===== config.mk =====
export PLATFORM = sky130hd
export DESIGN_NAME = load_store_unit
export DESIGN_NICKNAME = d
export VERILOG_FILES = /design/src/rtl/riscv_pkg.sv /design/src/rtl/load_formatter.sv /design/src/rtl/load_store_unit.sv
export SDC_FILE = /design/constraint.sdc
export NUM_CORES = 1
export LEC_CHECK = 0
export BUFFER_PORTS_ARGS = -buffer_cell sky130_fd_sc_hd__buf_4
export CAP_MARGIN = 40
export CORE_UTILIZATION = 47
export CTS_BUF_LIST = sky130_fd_sc_hd__clkbuf_8
export DETAILED_ROUTE_END_ITERATION = 8
export GPL_TIMING_DRIVEN = 1
export PLACE_DENSITY = 0.86
export SLEW_MARGIN = 20
export SYNTH_ARGS = -nofsm -noshare
export SYNTH_HDL_FRONTEND = slang
export SYNTH_HIERARCHICAL = 1
export SYNTH_SLANG_ARGS = --single-unit
export TNS_END_PERCENT = 10

===== constraint.sdc =====
create_clock -name clk -period 2.2 [get_ports clk]
set_input_delay 0.11 -clock clk [delete_from_list [all_inputs] [get_ports clk]]
set_output_delay 0.11 -clock clk [all_outputs]
set_load 0.005 [all_outputs]

===== src/rtl/riscv_pkg.sv =====
// Shared definitions for the data-memory access path.
// Holds the RV32I load/store funct3 width codes and the state encoding of the
// load/store unit FSM. Imported by load_store_unit and load_formatter.
package riscv_pkg;

    localparam logic [2:0] F3_B  = 3'b000;
    localparam logic [2:0] F3_H  = 3'b001;
    localparam logic [2:0] F3_W  = 3'b010;
    localparam logic [2:0] F3_BU = 3'b100;
    localparam logic [2:0] F3_HU = 3'b101;

    typedef enum logic [1:0] {
        IDLE = 2'd0,
        REQ  = 2'd1,
        WAIT = 2'd2,
        DONE = 2'd3
    } lsu_state_t;

endpackage


===== src/rtl/load_formatter.sv =====
// Combinational load-data formatter.
// Aligns the addressed byte/halfword of a 32-bit read word down to bit 0 and
// sign- or zero-extends it according to the RV32I load funct3.
// Ports:
//   rdata  [31:0] in  : raw word from memory (or cache)
//   offset [1:0]  in  : byte offset of the access within the word
//   funct3 [2:0]  in  : load width/sign code
//   result [31:0] out : extended value for writeback
module load_formatter
    import riscv_pkg::*;
(
    input  logic [31:0] rdata,
    input  logic [1:0]  offset,
    input  logic [2:0]  funct3,
    output logic [31:0] result
);

    logic [31:0] shifted;

    always_comb begin
        shifted = rdata >> {offset, 3'b000};
        case (funct3)
            F3_B:    result = {{24{shifted[7]}}, shifted[7:0]};
            F3_BU:   result = {24'd0, shifted[7:0]};
            F3_H:    result = {{16{shifted[15]}}, shifted[15:0]};
            F3_HU:   result = {16'd0, shifted[15:0]};
            default: result = shifted;
        endcase
    end

endmodule


===== src/rtl/load_store_unit.sv =====
// Data-memory access stage of the single-cycle core.
// Accepts a load/store from decode, runs one valid/ready request plus a
// response wait on the data-memory bus, and returns formatted load data to
// the writeback mux. The core is stalled while a transaction is in flight.
// Ports:
//   clk, rst_n                 : clock (rising edge), async active-low reset
//   mem_req, mem_we, funct3    : access request, store flag, width/sign code
//   addr, store_data           : byte address (ALU result), rs2 value
//   load_result                : formatted load data to writeback
//   stall                      : freeze PC/pipeline while high
//   misaligned                 : alignment or illegal-funct3 fault
//   bus_error                  : one-cycle pulse when the response times out
//   dmem_req_valid/ready       : bus request handshake
//   dmem_addr/we/wstrb/wdata   : registered request fields
//   dmem_rsp_valid, dmem_rdata : bus response
module load_store_unit
    import riscv_pkg::*;
#(
    parameter int TIMEOUT_CYCLES = 255,
    parameter int ADDR_W         = 32
) (
    input  logic              clk,
    input  logic              rst_n,
    input  logic              mem_req,
    input  logic              mem_we,
    input  logic [2:0]        funct3,
    input  logic [ADDR_W-1:0] addr,
    input  logic [31:0]       store_data,
    output logic [31:0]       load_result,
    output logic              stall,
    output logic              misaligned,
    output logic              bus_error,
    output logic              dmem_req_valid,
    input  logic              dmem_req_ready,
    output logic [ADDR_W-1:0] dmem_addr,
    output logic              dmem_we,
    output logic [3:0]        dmem_wstrb,
    output logic [31:0]       dmem_wdata,
    input  logic              dmem_rsp_valid,
    input  logic [31:0]       dmem_rdata
);

    localparam logic [15:0] TIMEOUT_LAST = 16'(TIMEOUT_CYCLES - 1);

    lsu_state_t        state_reg, state_next;
    logic [15:0]       count_reg;
    logic [31:0]       load_result_reg;
    logic              bus_error_reg;
    logic [ADDR_W-1:0] dmem_addr_reg;
    logic              dmem_we_reg;
    logic [3:0]        dmem_wstrb_reg;
    logic [31:0]       dmem_wdata_reg;
    logic [2:0]        funct3_reg;
    logic [1:0]        offset_reg;

    logic              illegal_f3;
    logic              align_bad;
    logic              accept;
    logic              timeout;
    logic [3:0]        wstrb_fmt;
    logic [31:0]       wdata_fmt;
    logic [31:0]       load_fmt;

    // ---------------------------------------------------------------
    // Access legality (evaluated on the live decode inputs)
    // ---------------------------------------------------------------
    always_comb begin
        if (mem_we)
            illegal_f3 = !(funct3 == F3_B || funct3 == F3_H || funct3 == F3_W);
        else
            illegal_f3 = (funct3 == 3'b011) || (funct3 == 3'b110) || (funct3 == 3'b111);
        // funct3[1:0] encodes the width for both signed and unsigned loads
        align_bad = ((funct3[1:0] == 2'b01) && addr[0]) ||
                    ((funct3[1:0] == 2'b10) && (addr[1:0] != 2'b00));
    end

    assign misaligned = mem_req && (illegal_f3 || align_bad);
    assign accept     = mem_req && !(illegal_f3 || align_bad);
    assign timeout    = (count_reg == TIMEOUT_LAST);

    // ---------------------------------------------------------------
    // Store lane formatting
    // ---------------------------------------------------------------
    always_comb begin
        wstrb_fmt = 4'b0000;
        wdata_fmt = 32'd0;
        if (mem_we) begin
            case (funct3[1:0])
                2'b00: begin
                    wstrb_fmt = 4'b0001 << addr[1:0];
                    wdata_fmt = {4{store_data[7:0]}};
                end
                2'b01: begin
                    wstrb_fmt = addr[1] ? 4'b1100 : 4'b0011;
                    wdata_fmt = {2{store_data[15:0]}};
                end
                2'b10: begin
                    wstrb_fmt = 4'b1111;
                    wdata_fmt = store_data;
                end
                default: begin
                    wstrb_fmt = 4'b0000;
                    wdata_fmt = 32'd0;
                end
            endcase
        end
    end

    load_formatter u_load_formatter (
        .rdata  (dmem_rdata),
        .offset (offset_reg),
        .funct3 (funct3_reg),
        .result (load_fmt)
    );

    // ---------------------------------------------------------------
    // FSM: state register
    // ---------------------------------------------------------------
    always_ff @(posedge clk or negedge rst_n) begin
        if (!rst_n)
            state_reg <= IDLE;
        else
            state_reg <= state_next;
    end

    // ---------------------------------------------------------------
    // FSM: next-state logic
    // ---------------------------------------------------------------
    always_comb begin
        state_next = state_reg;
        case (state_reg)
            IDLE: if (accept)         state_next = REQ;
            REQ:  if (dmem_req_ready) state_next = WAIT;
            WAIT: if (dmem_rsp_valid || timeout) state_next = DONE;
            DONE: state_next = IDLE;
            default: state_next = IDLE;
        endcase
    end

    // ---------------------------------------------------------------
    // FSM: outputs
    // ---------------------------------------------------------------
    always_comb begin
        stall          = 1'b0;
        dmem_req_valid = 1'b0;
        case (state_reg)
            IDLE: stall = accept;
            REQ: begin
                stall          = 1'b1;
                dmem_req_valid = 1'b1;
            end
            WAIT: stall = 1'b1;
            default: stall = 1'b0;
        endcase
        // A faulting access must not leak stale data to writeback
        load_result = misaligned ? 32'd0 : load_result_reg;
    end

    assign bus_error  = bus_error_reg;
    assign dmem_addr  = dmem_addr_reg;
    assign dmem_we    = dmem_we_reg;
    assign dmem_wstrb = dmem_wstrb_reg;
    assign dmem_wdata = dmem_wdata_reg;

    // ---------------------------------------------------------------
    // Datapath registers
    // ---------------------------------------------------------------
    always_ff @(posedge clk or negedge rst_n) begin
        if (!rst_n) begin
            count_reg       <= 16'd0;
            load_result_reg <= 32'd0;
            bus_error_reg   <= 1'b0;
            dmem_addr_reg   <= '0;
            dmem_we_reg     <= 1'b0;
            dmem_wstrb_reg  <= 4'b0000;
            dmem_wdata_reg  <= 32'd0;
            funct3_reg      <= 3'b000;
            offset_reg      <= 2'b00;
        end else begin
            bus_error_reg <= 1'b0;
            case (state_reg)
                IDLE: begin
                    if (accept) begin
                        dmem_addr_reg  <= {addr[ADDR_W-1:2], 2'b00};
                        dmem_we_reg    <= mem_we;
                        dmem_wstrb_reg <= wstrb_fmt;
                        dmem_wdata_reg <= wdata_fmt;
                        funct3_reg     <= funct3;
                        offset_reg     <= addr[1:0];
                    end
                end
                REQ: begin
                    if (dmem_req_ready)
                        count_reg <= 16'd0;
                end
                WAIT: begin
                    if (dmem_rsp_valid) begin
                        if (!dmem_we_reg)
                            load_result_reg <= load_fmt;
                    end else if (timeout) begin
                        load_result_reg <= 32'd0;
                        bus_error_reg   <= 1'b1;
                    end else begin
                        count_reg <= count_reg + 16'd1;
                    end
                end
                default: ;
            endcase
        end
    end

endmodule


==> qor_table.md, run 1 <==
| Parameter | This run |
|---|---|
| Worst path required time | 2.52 ns |
| Gate family responsible for the most delay along the worst path | simple AND/OR/NAND/NOR gates |
| Netlist area before placement | 6320 um^2 |
| CTS Buf Count | 17 |
| Warning count from the yosys run | 6 |
| WP data arrival | 2.44 ns |
| DR DRC count | 0 |
| Commonest non-fill, non-tap cell in the layout | sky130_fd_sc_hd__buf_4 |
| Overall power after layout | 10.4 mW |
| Vias per cell | 5.31 |
| Endpoint of the worst register-to-register path | load_result_reg[2]$_DFFE_PN0P_ |
| Kind of start point of the critical path | flop |
| Global placement routability congestion | 0.862 |
| Worst reg2reg path startpoint | count_reg[0]$_DFFE_PN0P_ |
| Cell depth of the worst min-delay path | 3 |
| Setup TNS | 0 ns |
| Number of nets in the layout | 1012 |
| H-Tree Level Count | 4 |
| Worst Path Max Fanout | 32 |
| End point of the most critical hold path | funct3_reg[0]$_DFFE_PN0P_ |
| Share of flip-flops with an asynchronous set or reset | 100% |
| Hold crit path type | in2reg |
| Sum of routed wire length over all layers | 17.6 mm |
| Standard cell with the maximum stage delay on the critical path | sky130_fd_sc_hd__or4_4 |
| Basic-gate share of the synthesized area counting and, or, nand and nor cells | 17.0% |
| Number of detailed-route iterations in the first pass | 5 |
| Count of routing violations after the opening detailed-route iteration | 343 |
| Worst reg-to-reg path cell count | 8 |
| Total half-perimeter wirelength after legalization and detailed placement | 12.1 mm |
| Count of flip-flops with a built-in enable after synthesis | 0 |
| Clock-pin slew reported for the worst setup and hold paths after clock tree synthesis | 0.07 ns |
| Main combinational cell family by area after synthesis | compound AO/OA/AOI/OAI gates |
| Total area of multi-input combinational cells | 3030 um^2 |
| Power Density | 1150 nW/um^2 |
| Post-detailed-route count of antenna-violating nets | 0 |
| Buf+Inv Stages, Crit Path | 2 |
| Synthesized area per cell | 9.73 um^2 |
| Wire length per cell after detailed routing | 16.2 um |
| Design area | 8990 um^2 |
| Share of the cycle needed by the critical path after routing | 96.5% |
| Chip height | 118 um |
| IO buf count | 207 |
| Area after DPL | 8100 um^2 |
| Synth cell types | 47 |
| Global-route usage over all layers | 26.2% |
| Worst-case register-to-register setup slack | 0.08 ns |
| Final hold slack | 0.0262 ns |
| Global route overflow | 0 |
| Final cell utilization of the core | 69.9% |
| Setup violators final | 0 |
| Leakage | 4.37 nW |
| Floorplan die area | 13900 um^2 |
| Number of instances in the synthesized netlist | 649 |
| Run status | finished clean |
| Total clock sinks | 123 |
| Later-pin clock latency in the skew report | 0.44 ns |
| Chain of cells forming the critical path | inv_1 -> ha_1 -> nor4b_2 -> nand4_1 -> or4_4 -> o22a_2 -> buf_12 -> a22o_1 |
| Post-synthesis xor/xnor area fraction | 0.693% |
| Vias in the first global route | 5839 |
| Highest-count cells in the layout ignoring fill and taps | sky130_fd_sc_hd__buf_4, sky130_fd_sc_hd__dfrtp_1, sky130_fd_sc_hd__nand2_1 |
| Proportion of synthesized area in mux cells | 9.73% |
| Layout cells sized above 1 | 34.7% |
| Max Clock Freq | 471 MHz |
| Fraction of the mapped netlist area in compound gates | 18.2% |
| Max cap viols | 0 |
| Proportion of synthesized chip area in sequential cells | 48.7% |
| Post-layout min period | 2.12 ns |
| Total of flip-flops plus latches after synthesis | 123 |
| Synth Flop Type | sky130_fd_sc_hd__dfrtp_1 |
| Area growth from synthesis to layout | 42.4% |
| Number of antenna violations at the first check in global routing | 0 |
| Die boundary width | 118 um |
| Max-slew headroom | 50.8% |
| Clock Skews | 0.0105 ns |
| Slew at the pin with the worst max-slew slack | 0.736 ns |
| Number of filler instances in the final layout | 1016 |
| Standard-cell row count | 41 |
| Max Transition Viols Final | 0 |
| Critical path's largest stage delay | 0.45 ns |
| Largest net degree at the start of global routing | 124 |
| Synthesized-area fraction occupied by adder cells | 1.39% |
| Startpoint of the worst hold path | funct3[0] |
| TritonCTS clock tree | built |
| Register Area | 3080 um^2 |
| Final antenna diode count | 0 |
| Worst vdd ir | 757 uV |
| Final-report hold violation count | 0 |
| Worst-case clock buffer depth | 2 |
| Floorplan Core Area | 12900 um^2 |
| Wire length of the first global-routing pass | 28.4 mm |
| Critical path class | reg2reg |
| Root buffer cell | sky130_fd_sc_hd__clkbuf_8 |
| Effective utilization at floorplan | 49.1% |
| Endpoint kind of the worst setup timing path | flop |
| Detailed-route via count | 5759 |
| Number of primary I/O pins | 210 |
==> synthesized netlist by cell type, types with 2 or more instances <==
| cell | instances | area share, % |
|---|---|---|
| sky130_fd_sc_hd__dfrtp_1 | 123 | 49 |
| sky130_fd_sc_hd__nand2_1 | 103 | 6.1 |
| sky130_fd_sc_hd__o21ai_0 | 70 | 5.5 |
| sky130_fd_sc_hd__mux2_2 | 35 | 6.2 |
| sky130_fd_sc_hd__and2_1 | 34 | 3.4 |
| sky130_fd_sc_hd__a21oi_1 | 33 | 2.6 |
| sky130_fd_sc_hd__a22o_1 | 32 | 4.4 |
| sky130_fd_sc_hd__nor2_1 | 30 | 1.8 |
| sky130_fd_sc_hd__clkbuf_1 | 29 | 1.7 |
| sky130_fd_sc_hd__mux2i_1 | 22 | 3.5 |
| sky130_fd_sc_hd__nor2b_1 | 20 | 2.0 |
| sky130_fd_sc_hd__a211oi_1 | 14 | 1.7 |
| sky130_fd_sc_hd__inv_1 | 9 | 0.53 |
| sky130_fd_sc_hd__a21o_1 | 8 | 0.95 |
| sky130_fd_sc_hd__nand3_1 | 8 | 0.63 |
| sky130_fd_sc_hd__buf_2 | 7 | 0.55 |
| sky130_fd_sc_hd__ha_1 | 7 | 1.4 |
| sky130_fd_sc_hd__buf_6 | 5 | 0.89 |
| sky130_fd_sc_hd__o31ai_1 | 5 | 0.59 |
| sky130_fd_sc_hd__or4_1 | 5 | 0.59 |
| sky130_fd_sc_hd__a21boi_0 | 4 | 0.48 |
| sky130_fd_sc_hd__o211ai_1 | 4 | 0.48 |
| sky130_fd_sc_hd__or3_1 | 4 | 0.40 |
| sky130_fd_sc_hd__buf_4 | 3 | 0.36 |
| sky130_fd_sc_hd__nand2b_1 | 3 | 0.30 |
| sky130_fd_sc_hd__nand4_1 | 3 | 0.30 |
| sky130_fd_sc_hd__nor4_1 | 3 | 0.30 |
| sky130_fd_sc_hd__xor2_1 | 3 | 0.42 |
| sky130_fd_sc_hd__nand3b_1 | 2 | 0.24 |
| sky130_fd_sc_hd__o21ai_1 | 2 | 0.16 |
| sky130_fd_sc_hd__o21ai_2 | 2 | 0.28 |
| sky130_fd_sc_hd__xnor2_1 | 2 | 0.28 |
==> metrics by stage <==
step	setup slack [ns]	std cells
2_1_floorplan	0.0611	650
3_3_place_gp	0.0922	1008
3_5_place_dp	0.0717	1008
4_1_cts	0.0101	1084
5_1_grt	-0.0315	1085
6_report	0.0780	1085
==> cell type report <==
type	instances	share of cell area [%]
Tap cell	172	2.39
Clock inverter	15	1.95
Sequential cell	123	34.2
Multi-Input combinational cell	473	33.6
Timing Repair Buffer	276	24.8
Inverter	9	0.376
Clock buffer	17	2.60
==> cell families (layout without fill, tap and decap cells) <==
family          after synthesis  in the layout
compound gates              180            180
flops                       123            123
fa+ha+maj                     7              7
buf+inv                      54            317
simple gates                222            222
other cells                   1              2
mux                          57             57
xor+xnor                      5              5
==> per-layer routing <==
| layer | wire (um) | track usage, % |
|---|---|---|
| met1 | 7090 | 31.0 |
| met2 | 8830 | 44.2 |
| met3 | 1150 | 7.95 |
| met4 | 488 | 10.6 |
| met5 | 0 | 0 |
==> worst reg2reg max path, cell delays in order (launching register included) <==
cell and delay (ns):
sky130_fd_sc_hd__dfrtp_1 0.39, sky130_fd_sc_hd__inv_1 0.06, sky130_fd_sc_hd__ha_1 0.13, sky130_fd_sc_hd__nor4b_2 0.18
sky130_fd_sc_hd__nand4_1 0.16, sky130_fd_sc_hd__or4_4 0.45, sky130_fd_sc_hd__o22a_2 0.26, sky130_fd_sc_hd__buf_12 0.17
sky130_fd_sc_hd__a22o_1 0.22
==> worst max path at each step <==
stage                             start                         endpoint  slack (ns)  depth (start not counted)
6_report       count_reg[0]$_DFFE_PN0P_   load_result_reg[2]$_DFFE_PN0P_        0.08                          8
5_1_grt        count_reg[0]$_DFFE_PN0P_   load_result_reg[2]$_DFFE_PN0P_       -0.03                          8
4_1_cts        count_reg[0]$_DFFE_PN0P_         state_reg[1]$_DFFE_PN0P_        0.01                          8
3_5_place_dp   count_reg[0]$_DFFE_PN0P_         state_reg[1]$_DFFE_PN0P_        0.07                          8
3_3_place_gp   state_reg[0]$_DFFE_PN0P_  load_result_reg[18]$_DFFE_PN0P_        0.09                          5
2_1_floorplan  count_reg[0]$_DFFE_PN0P_  load_result_reg[10]$_DFFE_PN0P_        0.06                          8
==> where the power goes <==
| part | total, mW | internal (mW) | switching (mW) |
|---|---|---|---|
| sequential | 3.80 | 3.19 | 0.614 |
| combinational | 4.51 | 2.47 | 2.03 |
| clock | 2.05 | 1.12 | 0.938 |
| total | 10.4 | 6.78 | 3.59 |
==> what timing repair did <==
item / CTS / global route
endpoints found under the hold margin: 166 / 0
setup buffers: 0 / 1
resized for setup: 0 / 10
setup endpoints to repair: 0 / 68
hold buffers: 44 / 0
Note: power is estimated with default switching activity, not from simulation.
==> run 2, diff against run 1 <==
--- a/config.mk
+++ b/config.mk
@@ -7,11 +7,11 @@
 export LEC_CHECK = 0
 export BUFFER_PORTS_ARGS = -buffer_cell sky130_fd_sc_hd__buf_4
 export CAP_MARGIN = 40
-export CORE_UTILIZATION = 47
+export CORE_UTILIZATION = 45
 export CTS_BUF_LIST = sky130_fd_sc_hd__clkbuf_8
 export DETAILED_ROUTE_END_ITERATION = 8
 export GPL_TIMING_DRIVEN = 1
-export PLACE_DENSITY = 0.86
+export PLACE_DENSITY = 0.83
 export SLEW_MARGIN = 20
 export SYNTH_ARGS = -nofsm -noshare
 export SYNTH_HDL_FRONTEND = slang
==> run 2 against run 1 <==
Utilization decreased by 2.2 points. Combinational power about the same. Critical path depth unchanged. First-iteration DRC count is 4.7% higher. Die area is 4.4% higher. Cell count rose by 0.55%. Non-clock buffer count is 2 higher. Routed wire length grew 0.63%. Flip-flop and latch count did not move. Sequential power barely moved.
==> qor_table.md, run 2 (same netlist as run 1, synthesis figures left out) <==
| Parameter | This run | Change |
|---|---|---|
| Leakage | 4.40 nW | was 4.37 nW |
| Worst path required time | 2.57 ns | was 2.52 ns |
| Hold crit path type | in2reg | unchanged |
| TritonCTS clock tree | built | unchanged |
| Highest-count cells in the layout ignoring fill and taps | sky130_fd_sc_hd__buf_4, sky130_fd_sc_hd__dfrtp_1, sky130_fd_sc_hd__nand2_1 | unchanged |
| Standard-cell row count | 42 | was 41 |
| Setup violators final | 0 | unchanged |
| Max Clock Freq | 477 MHz | was 471 MHz |
| Max cap viols | 0 | unchanged |
| Detailed-route via count | 5757 | was 5759 |
| Power Density | 1160 nW/um^2 | was 1150 nW/um^2 |
| Overall power after layout | 10.6 mW | was 10.4 mW |
| Global placement routability congestion | 0.852 | was 0.862 |
| Critical path class | reg2reg | unchanged |
| Worst vdd ir | 574 uV | was 757 uV |
| Die boundary width | 120 um | was 118 um |
| Global-route usage over all layers | 25.4% | was 26.2% |
| Final-report hold violation count | 0 | unchanged |
| Number of antenna violations at the first check in global routing | 0 | unchanged |
| Global route overflow | 0 | unchanged |
| End point of the most critical hold path | load_result_reg[27]$_DFFE_PN0P_ | was funct3_reg[0]$_DFFE_PN0P_ |
| Slew at the pin with the worst max-slew slack | 0.656 ns | was 0.736 ns |
| Worst-case clock buffer depth | 2 | unchanged |
| Number of nets in the layout | 1014 | was 1012 |
| IO buf count | 207 | unchanged |
| Sum of routed wire length over all layers | 17.7 mm | was 17.6 mm |
| Endpoint of the worst register-to-register path | count_reg[9]$_DFFE_PN0P_ | was load_result_reg[2]$_DFFE_PN0P_ |
| Final antenna diode count | 0 | unchanged |
| Worst reg2reg path startpoint | state_reg[0]$_DFFE_PN0P_ | was count_reg[0]$_DFFE_PN0P_ |
| H-Tree Level Count | 4 | unchanged |
| Max Transition Viols Final | 0 | unchanged |
| Vias in the first global route | 5780 | was 5839 |
| Count of routing violations after the opening detailed-route iteration | 359 | was 343 |
| Total clock sinks | 123 | unchanged |
| Post-layout min period | 2.10 ns | was 2.12 ns |
| Root buffer cell | sky130_fd_sc_hd__clkbuf_8 | unchanged |
| Clock Skews | 0.0120 ns | was 0.0105 ns |
| Worst setup timing slack at the placement stage | -0.0212 ns | was 0.0717 ns |
| Post-detailed-route count of antenna-violating nets | 0 | unchanged |
| Vias per cell | 5.28 | was 5.31 |
| RSZ-0062 raised after global routing | yes |  |
| Share of the cycle needed by the critical path after routing | 95.3% | was 96.5% |
| Number of primary I/O pins | 210 | unchanged |
| Wire length of the first global-routing pass | 28.4 mm | about the same |
| Largest net degree at the start of global routing | 62 | was 124 |
| DR DRC count | 0 | unchanged |
| Worst-case register-to-register setup slack | 0.10 ns | was 0.08 ns |
| Cell depth of the worst min-delay path | 4 | was 3 |
| Commonest non-fill, non-tap cell in the layout | sky130_fd_sc_hd__buf_4 | unchanged |
| Floorplan Core Area | 13500 um^2 | was 12900 um^2 |
| Later-pin clock latency in the skew report | 0.45 ns | was 0.44 ns |
| Wire length per cell after detailed routing | 16.2 um | about the same |
| Max-slew headroom | 56.2% | was 50.8% |
| Total half-perimeter wirelength after legalization and detailed placement | 12.2 mm | was 12.1 mm |
| Final cell utilization of the core | 67.7% | was 69.9% |
| Kind of start point of the critical path | flop | unchanged |
| Area growth from synthesis to layout | 44.2% | was 42.4% |
| Layout cells sized above 1 | 35.1% | was 34.7% |
| Endpoint kind of the worst setup timing path | flop | unchanged |
| Startpoint of the worst hold path | dmem_rdata[27] | was funct3[0] |
| Run status | finished clean | unchanged |
| Number of detailed-route iterations in the first pass | 5 | unchanged |
| Floorplan die area | 14500 um^2 | was 13900 um^2 |
| Clock-pin slew reported for the worst setup and hold paths after clock tree synthesis | 0.07 ns | about the same |
| Worst reg-to-reg path cell count | 8 | unchanged |
| Effective utilization at floorplan | 46.9% | was 49.1% |
| Worst Path Max Fanout | 14 | was 32 |
| Setup ws final | 0.103 ns | was 0.0780 ns |
| Chip height | 120 um | was 118 um |
| WP data arrival | 2.47 ns | was 2.44 ns |
| CTS Buf Count | 17 | unchanged |
[run 2: cell count changes in the layout (fill, tap and decap cells not counted), sizes merged]
| cell | previous run | this run |
|---|---|---|
| clkbuf | 17 | 19 |
| bufinv | 3 | 4 |
| clkinvlp | 4 | 5 |
| dlygate4sd3 | 44 | 46 |
| inv | 10 | 9 |
| clkinv | 7 | 4 |
[run 2: timing repair]
item	4_1_cts	5_1_grt
setup endpoints to repair	3	40
setup buffers	0	1
endpoints found under the hold margin	101	0
hold buffers	46	0
resized for setup	1	16
pin swaps	0	2
[run 2: worst max-delay path by stage]
stage	startpoint	end	depth (start not counted)	slack, ns
finish	state_reg[0]$_DFFE_PN0P_	count_reg[9]$_DFFE_PN0P_	8	0.10
global route	state_reg[0]$_DFFE_PN0P_	count_reg[9]$_DFFE_PN0P_	8	-0.02
CTS	count_reg[0]$_DFFE_PN0P_	state_reg[1]$_DFFE_PN0P_	8	0.03
detailed placement	state_reg[1]$_DFFE_PN0P_	count_reg[9]$_DFFE_PN0P_	8	-0.02
global placement	state_reg[1]$_DFFE_PN0P_	count_reg[9]$_DFFE_PN0P_	8	0.10
floorplan	count_reg[0]$_DFFE_PN0P_	load_result_reg[10]$_DFFE_PN0P_	8	0.06
[run 2: stage by stage]
step / cell area (um^2) / setup TNS, ns / hold slack (ns) / instances
global route: 9100 / -0.0575 / 0.0271 / 1091
finish: 9100 / 0 / 0.0260 / 1091
CTS: 9030 / 0 / 0.00264 / 1090
floorplan: 6320 / 0 / -0.186 / 650
global placement: 8110 / 0 / 0.102 / 1012
detailed placement: 8110 / -0.0212 / 0.0970 / 1012
[run 2: power by group]
part	leakage, nW	internal [mW]	total (mW)	switching, mW
Combinational	2.60	2.49	4.51	2.02
Clock	0.210	1.30	2.25	0.951
Sequential	1.59	3.19	3.81	0.619
[run 2: layer usage]
layer / track usage [%] / vias up / wire length [um]
li1: - / 2787 / -
met1: 28.7 / 2751 / 6750
met2: 44.4 / 191 / 9230
met3: 8.49 / 28 / 1320
met4: 9.03 / 0 / 367
met5: 0 / - / 0
[run 2: area by class of cell]
class | instances | area [um^2]
multi-input combinational | 473 | 3050
sequential | 123 | 3080
inverter | 9 | 33.8
fill | 1091 | 4350
tap | 176 | 220
timing repair buffer | 278 | 2270
clock buffer | 19 | 262
clock inverter | 13 | 193
[run 2: worst max-delay path, stage by stage, from the launching register on]
cell and delay [ns]:
sky130_fd_sc_hd__dfrtp_2 0.45, sky130_fd_sc_hd__inv_2 0.09, sky130_fd_sc_hd__ha_2 0.21, sky130_fd_sc_hd__mux2i_2 0.10
sky130_fd_sc_hd__o21ai_2 0.28, sky130_fd_sc_hd__o21ai_2 0.10, sky130_fd_sc_hd__buf_6 0.15, sky130_fd_sc_hd__or4_1 0.49
sky130_fd_sc_hd__a21oi_1 0.14
==> run 3, diff against run 2 <==
--- a/config.mk
+++ b/config.mk
@@ -11,7 +11,7 @@
 export CTS_BUF_LIST = sky130_fd_sc_hd__clkbuf_8
 export DETAILED_ROUTE_END_ITERATION = 8
 export GPL_TIMING_DRIVEN = 1
-export PLACE_DENSITY = 0.83
+export PLACE_DENSITY = 0.8
 export SLEW_MARGIN = 20
 export SYNTH_ARGS = -nofsm -noshare
 export SYNTH_HDL_FRONTEND = slang
==> constraint.sdc (replaced) <==
create_clock -name clk -period 2.1 [get_ports clk]
set_input_delay 0.105 -clock clk [delete_from_list [all_inputs] [get_ports clk]]
set_output_delay 0.105 -clock clk [all_outputs]
set_load 0.005 [all_outputs]
==> run 3 against run 2 <==
Combinational power grew 8.2%. Die area is the same. Hold slack lost 0.0094 ns. Clock power shrank 5%. Routed wire length grew 3.3%. Fmax grew 1.3%. Cell count grew 0.82%. Design area shrank 0.12%. Via count grew 1.4%. Clock skew grew 0.0037 ns. Worst setup slack lost 0.073 ns. Critical path type unchanged. Critical endpoint unchanged. Largest power group unchanged. Highest routed layer unchanged.
==> qor_table.md, run 3 (same netlist as run 1, synthesis figures left out) <==
| Parameter | This run | Change |
|---|---|---|
| Setup ws final | 0.0301 ns | was 0.103 ns |
| Worst-case register-to-register setup slack | 0.03 ns | was 0.10 ns |
| Number of detailed-route iterations in the first pass | 5 | unchanged |
| Max Clock Freq | 483 MHz | was 477 MHz |
| Wire length of the first global-routing pass | 29.2 mm | was 28.4 mm |
| Final-report hold violation count | 0 | unchanged |
| CTS Buf Count | 17 | unchanged |
| Overall power after layout | 11.0 mW | was 10.6 mW |
| Max Transition Viols Final | 0 | unchanged |
| Hold crit path type | in2reg | unchanged |
| Number of nets in the layout | 1023 | was 1014 |
| Worst setup timing slack at the placement stage | -0.00861 ns | was -0.0212 ns |
| IO buf count | 207 | unchanged |
| RSZ-0062 raised after global routing | yes | unchanged |
| Clock-pin slew reported for the worst setup and hold paths after clock tree synthesis | 0.08 ns | was 0.07 ns |
| Floorplan Core Area | 13500 um^2 | unchanged |
| Worst Path Max Fanout | 14 | unchanged |
| Standard-cell row count | 42 | unchanged |
| Global route overflow | 0 | unchanged |
| Root buffer cell | sky130_fd_sc_hd__clkbuf_8 | unchanged |
| Final antenna diode count | 0 | unchanged |
| Gate family responsible for the most delay along the worst path | simple AND/OR/NAND/NOR gates | was compound AO/OA/AOI/OAI gates |
| Leakage | 4.43 nW | was 4.40 nW |
| Critical path's largest stage delay | 0.50 ns | was 0.49 ns |
| Floorplan die area | 14500 um^2 | unchanged |
| Wire length per cell after detailed routing | 16.6 um | was 16.2 um |
| Chain of cells forming the critical path | inv_1 -> ha_2 -> mux2i_1 -> o21ai_2 -> o21ai_1 -> buf_4 -> or4_1 -> a21oi_1 | was inv_2 -> ha_2 -> mux2i_2 -> o21ai_2 -> o21ai_2 -> buf_6 -> or4_1 -> a21oi_1 |
| Sum of routed wire length over all layers | 18.2 mm | was 17.7 mm |
| Max-slew headroom | 56.9% | was 56.2% |
| Setup violators final | 0 | unchanged |
| Buf+Inv Stages, Crit Path | 2 | unchanged |
| Worst path required time | 2.47 ns | was 2.57 ns |
| Post-layout min period | 2.07 ns | was 2.10 ns |
| Number of antenna violations at the first check in global routing | 0 | unchanged |
| Power Density | 1210 nW/um^2 | was 1160 nW/um^2 |
| Count of routing violations after the opening detailed-route iteration | 277 | was 359 |
| Worst vdd ir | 811 uV | was 574 uV |
| Layout cells sized above 1 | 35.8% | was 35.1% |
| Global-route usage over all layers | 25.9% | was 25.4% |
| TritonCTS clock tree | built | unchanged |
| Commonest non-fill, non-tap cell in the layout | sky130_fd_sc_hd__buf_4 | unchanged |
| Max cap viols | 0 | unchanged |
| Detailed-route via count | 5836 | was 5757 |
| Vias per cell | 5.31 | was 5.28 |
| Standard cell with the maximum stage delay on the critical path | sky130_fd_sc_hd__or4_1 | unchanged |
| Slew at the pin with the worst max-slew slack | 0.644 ns | was 0.656 ns |
| Number of primary I/O pins | 210 | unchanged |
| Global placement routability congestion | 0.843 | was 0.852 |
| Run status | finished clean | unchanged |
| Worst-case clock buffer depth | 2 | unchanged |
| Kind of start point of the critical path | flop | unchanged |
| Chip height | 120 um | unchanged |
| Vias in the first global route | 5864 | was 5780 |
| Share of the cycle needed by the critical path after routing | 98.6% | was 95.3% |
| Later-pin clock latency in the skew report | 0.45 ns | about the same |
| Final cell utilization of the core | 67.6% | was 67.7% |
| Total half-perimeter wirelength after legalization and detailed placement | 12.4 mm | was 12.2 mm |
| Largest net degree at the start of global routing | 68 | was 62 |
| Total clock sinks | 123 | unchanged |
| Post-detailed-route count of antenna-violating nets | 0 | unchanged |
| Endpoint kind of the worst setup timing path | flop | unchanged |
| Setup TNS | 0 ns | unchanged |
| WP data arrival | 2.44 ns | was 2.47 ns |
| Die boundary width | 120 um | unchanged |
| Critical path class | reg2reg | unchanged |
| Clock Skews | 0.0156 ns | was 0.0120 ns |
| Effective utilization at floorplan | 46.9% | unchanged |
| Final hold slack | 0.0167 ns | was 0.0260 ns |
| DR DRC count | 0 | unchanged |
| Highest-count cells in the layout ignoring fill and taps | sky130_fd_sc_hd__buf_4, sky130_fd_sc_hd__dfrtp_1, sky130_fd_sc_hd__nand2_1 | unchanged |
| Area growth from synthesis to layout | 44.0% | was 44.2% |
| H-Tree Level Count | 4 | unchanged |
[run 3: cell types whose count changed in the layout (fill, tap and decap cells not counted), sizes merged]
cell         before  now
buf             232  242
clkinvlp          5    2
dlygate4sd3      46   43
inv               9   12
bufinv            4    2
clkinv            4    6
clkbuf           19   20
o22a              1    2
[run 3: area by class of cell]
| class | count | area (um^2) |
|---|---|---|
| Fill cell | 1070 | 4360 |
| Sequential cell | 123 | 3080 |
| Multi-Input combinational cell | 474 | 3060 |
| Timing Repair Buffer | 286 | 2300 |
| Clock buffer | 19 | 262 |
| Tap cell | 176 | 220 |
| Clock inverter | 13 | 139 |
| Inverter | 9 | 33.8 |
[run 3: through the flow]
step / area, um^2 / cells
after detailed placement: 8150 / 1019
after global placement: 8150 / 1019
after floorplan: 6330 / 650
after CTS: 9030 / 1096
final: 9090 / 1100
after global routing: 9090 / 1100
[run 3: power breakdown]
group          switching (mW)  internal, mW  total [mW]
Combinational            2.21          2.68        4.88
Sequential              0.645          3.34        3.99
Clock                    1.01          1.12        2.13
[run 3: path summary, 6_finish.rpt]
check / cells after the start / start / endpoint
setup reg to reg: 8 / state_reg[1]$_DFFE_PN0P_ / count_reg[9]$_DFFE_PN0P_
hold reg to reg: 2 / dmem_wdata[19]$_DFFE_PN0P_ / dmem_wdata[19]$_DFFE_PN0P_
hold / removal: 4 / dmem_rdata[28] / load_result_reg[28]$_DFFE_PN0P_
max in group asynchronous: 3 / rst_n / load_result_reg[31]$_DFFE_PN0P_
setup / recovery: 8 / state_reg[1]$_DFFE_PN0P_ / count_reg[9]$_DFFE_PN0P_
min in group asynchronous: 2 / rst_n / dmem_addr[2]$_DFFE_PN0P_
[run 3: repair_timing]
| item | 4_1_cts | 5_1_grt |
|---|---|---|
| hold endpoints to repair | 165 | 0 |
| gates resized for setup | 4 | 12 |
| hold buffers | 43 | 0 |
| pin swaps | 1 | 4 |
| setup endpoints to repair | 4 | 47 |
| buffers inserted | 1 | 3 |
| gates cloned | 1 | 1 |
[run 3: layer usage]
metal	global-route usage [%]	routed length (um)	vias to the layer above
li1	-	-	2799
met1	32.1	7530	2804
met2	42.5	8930	193
met3	7.50	1290	40
met4	10.3	491	0
met5	0	0	-
[run 3: tightest hold or removal path, delay by kind of cell]
kind | cells | cell delay [ns]
simple gates | 2 | 0.10
compound gates | 1 | 0.12
buf+inv | 1 | 0.10
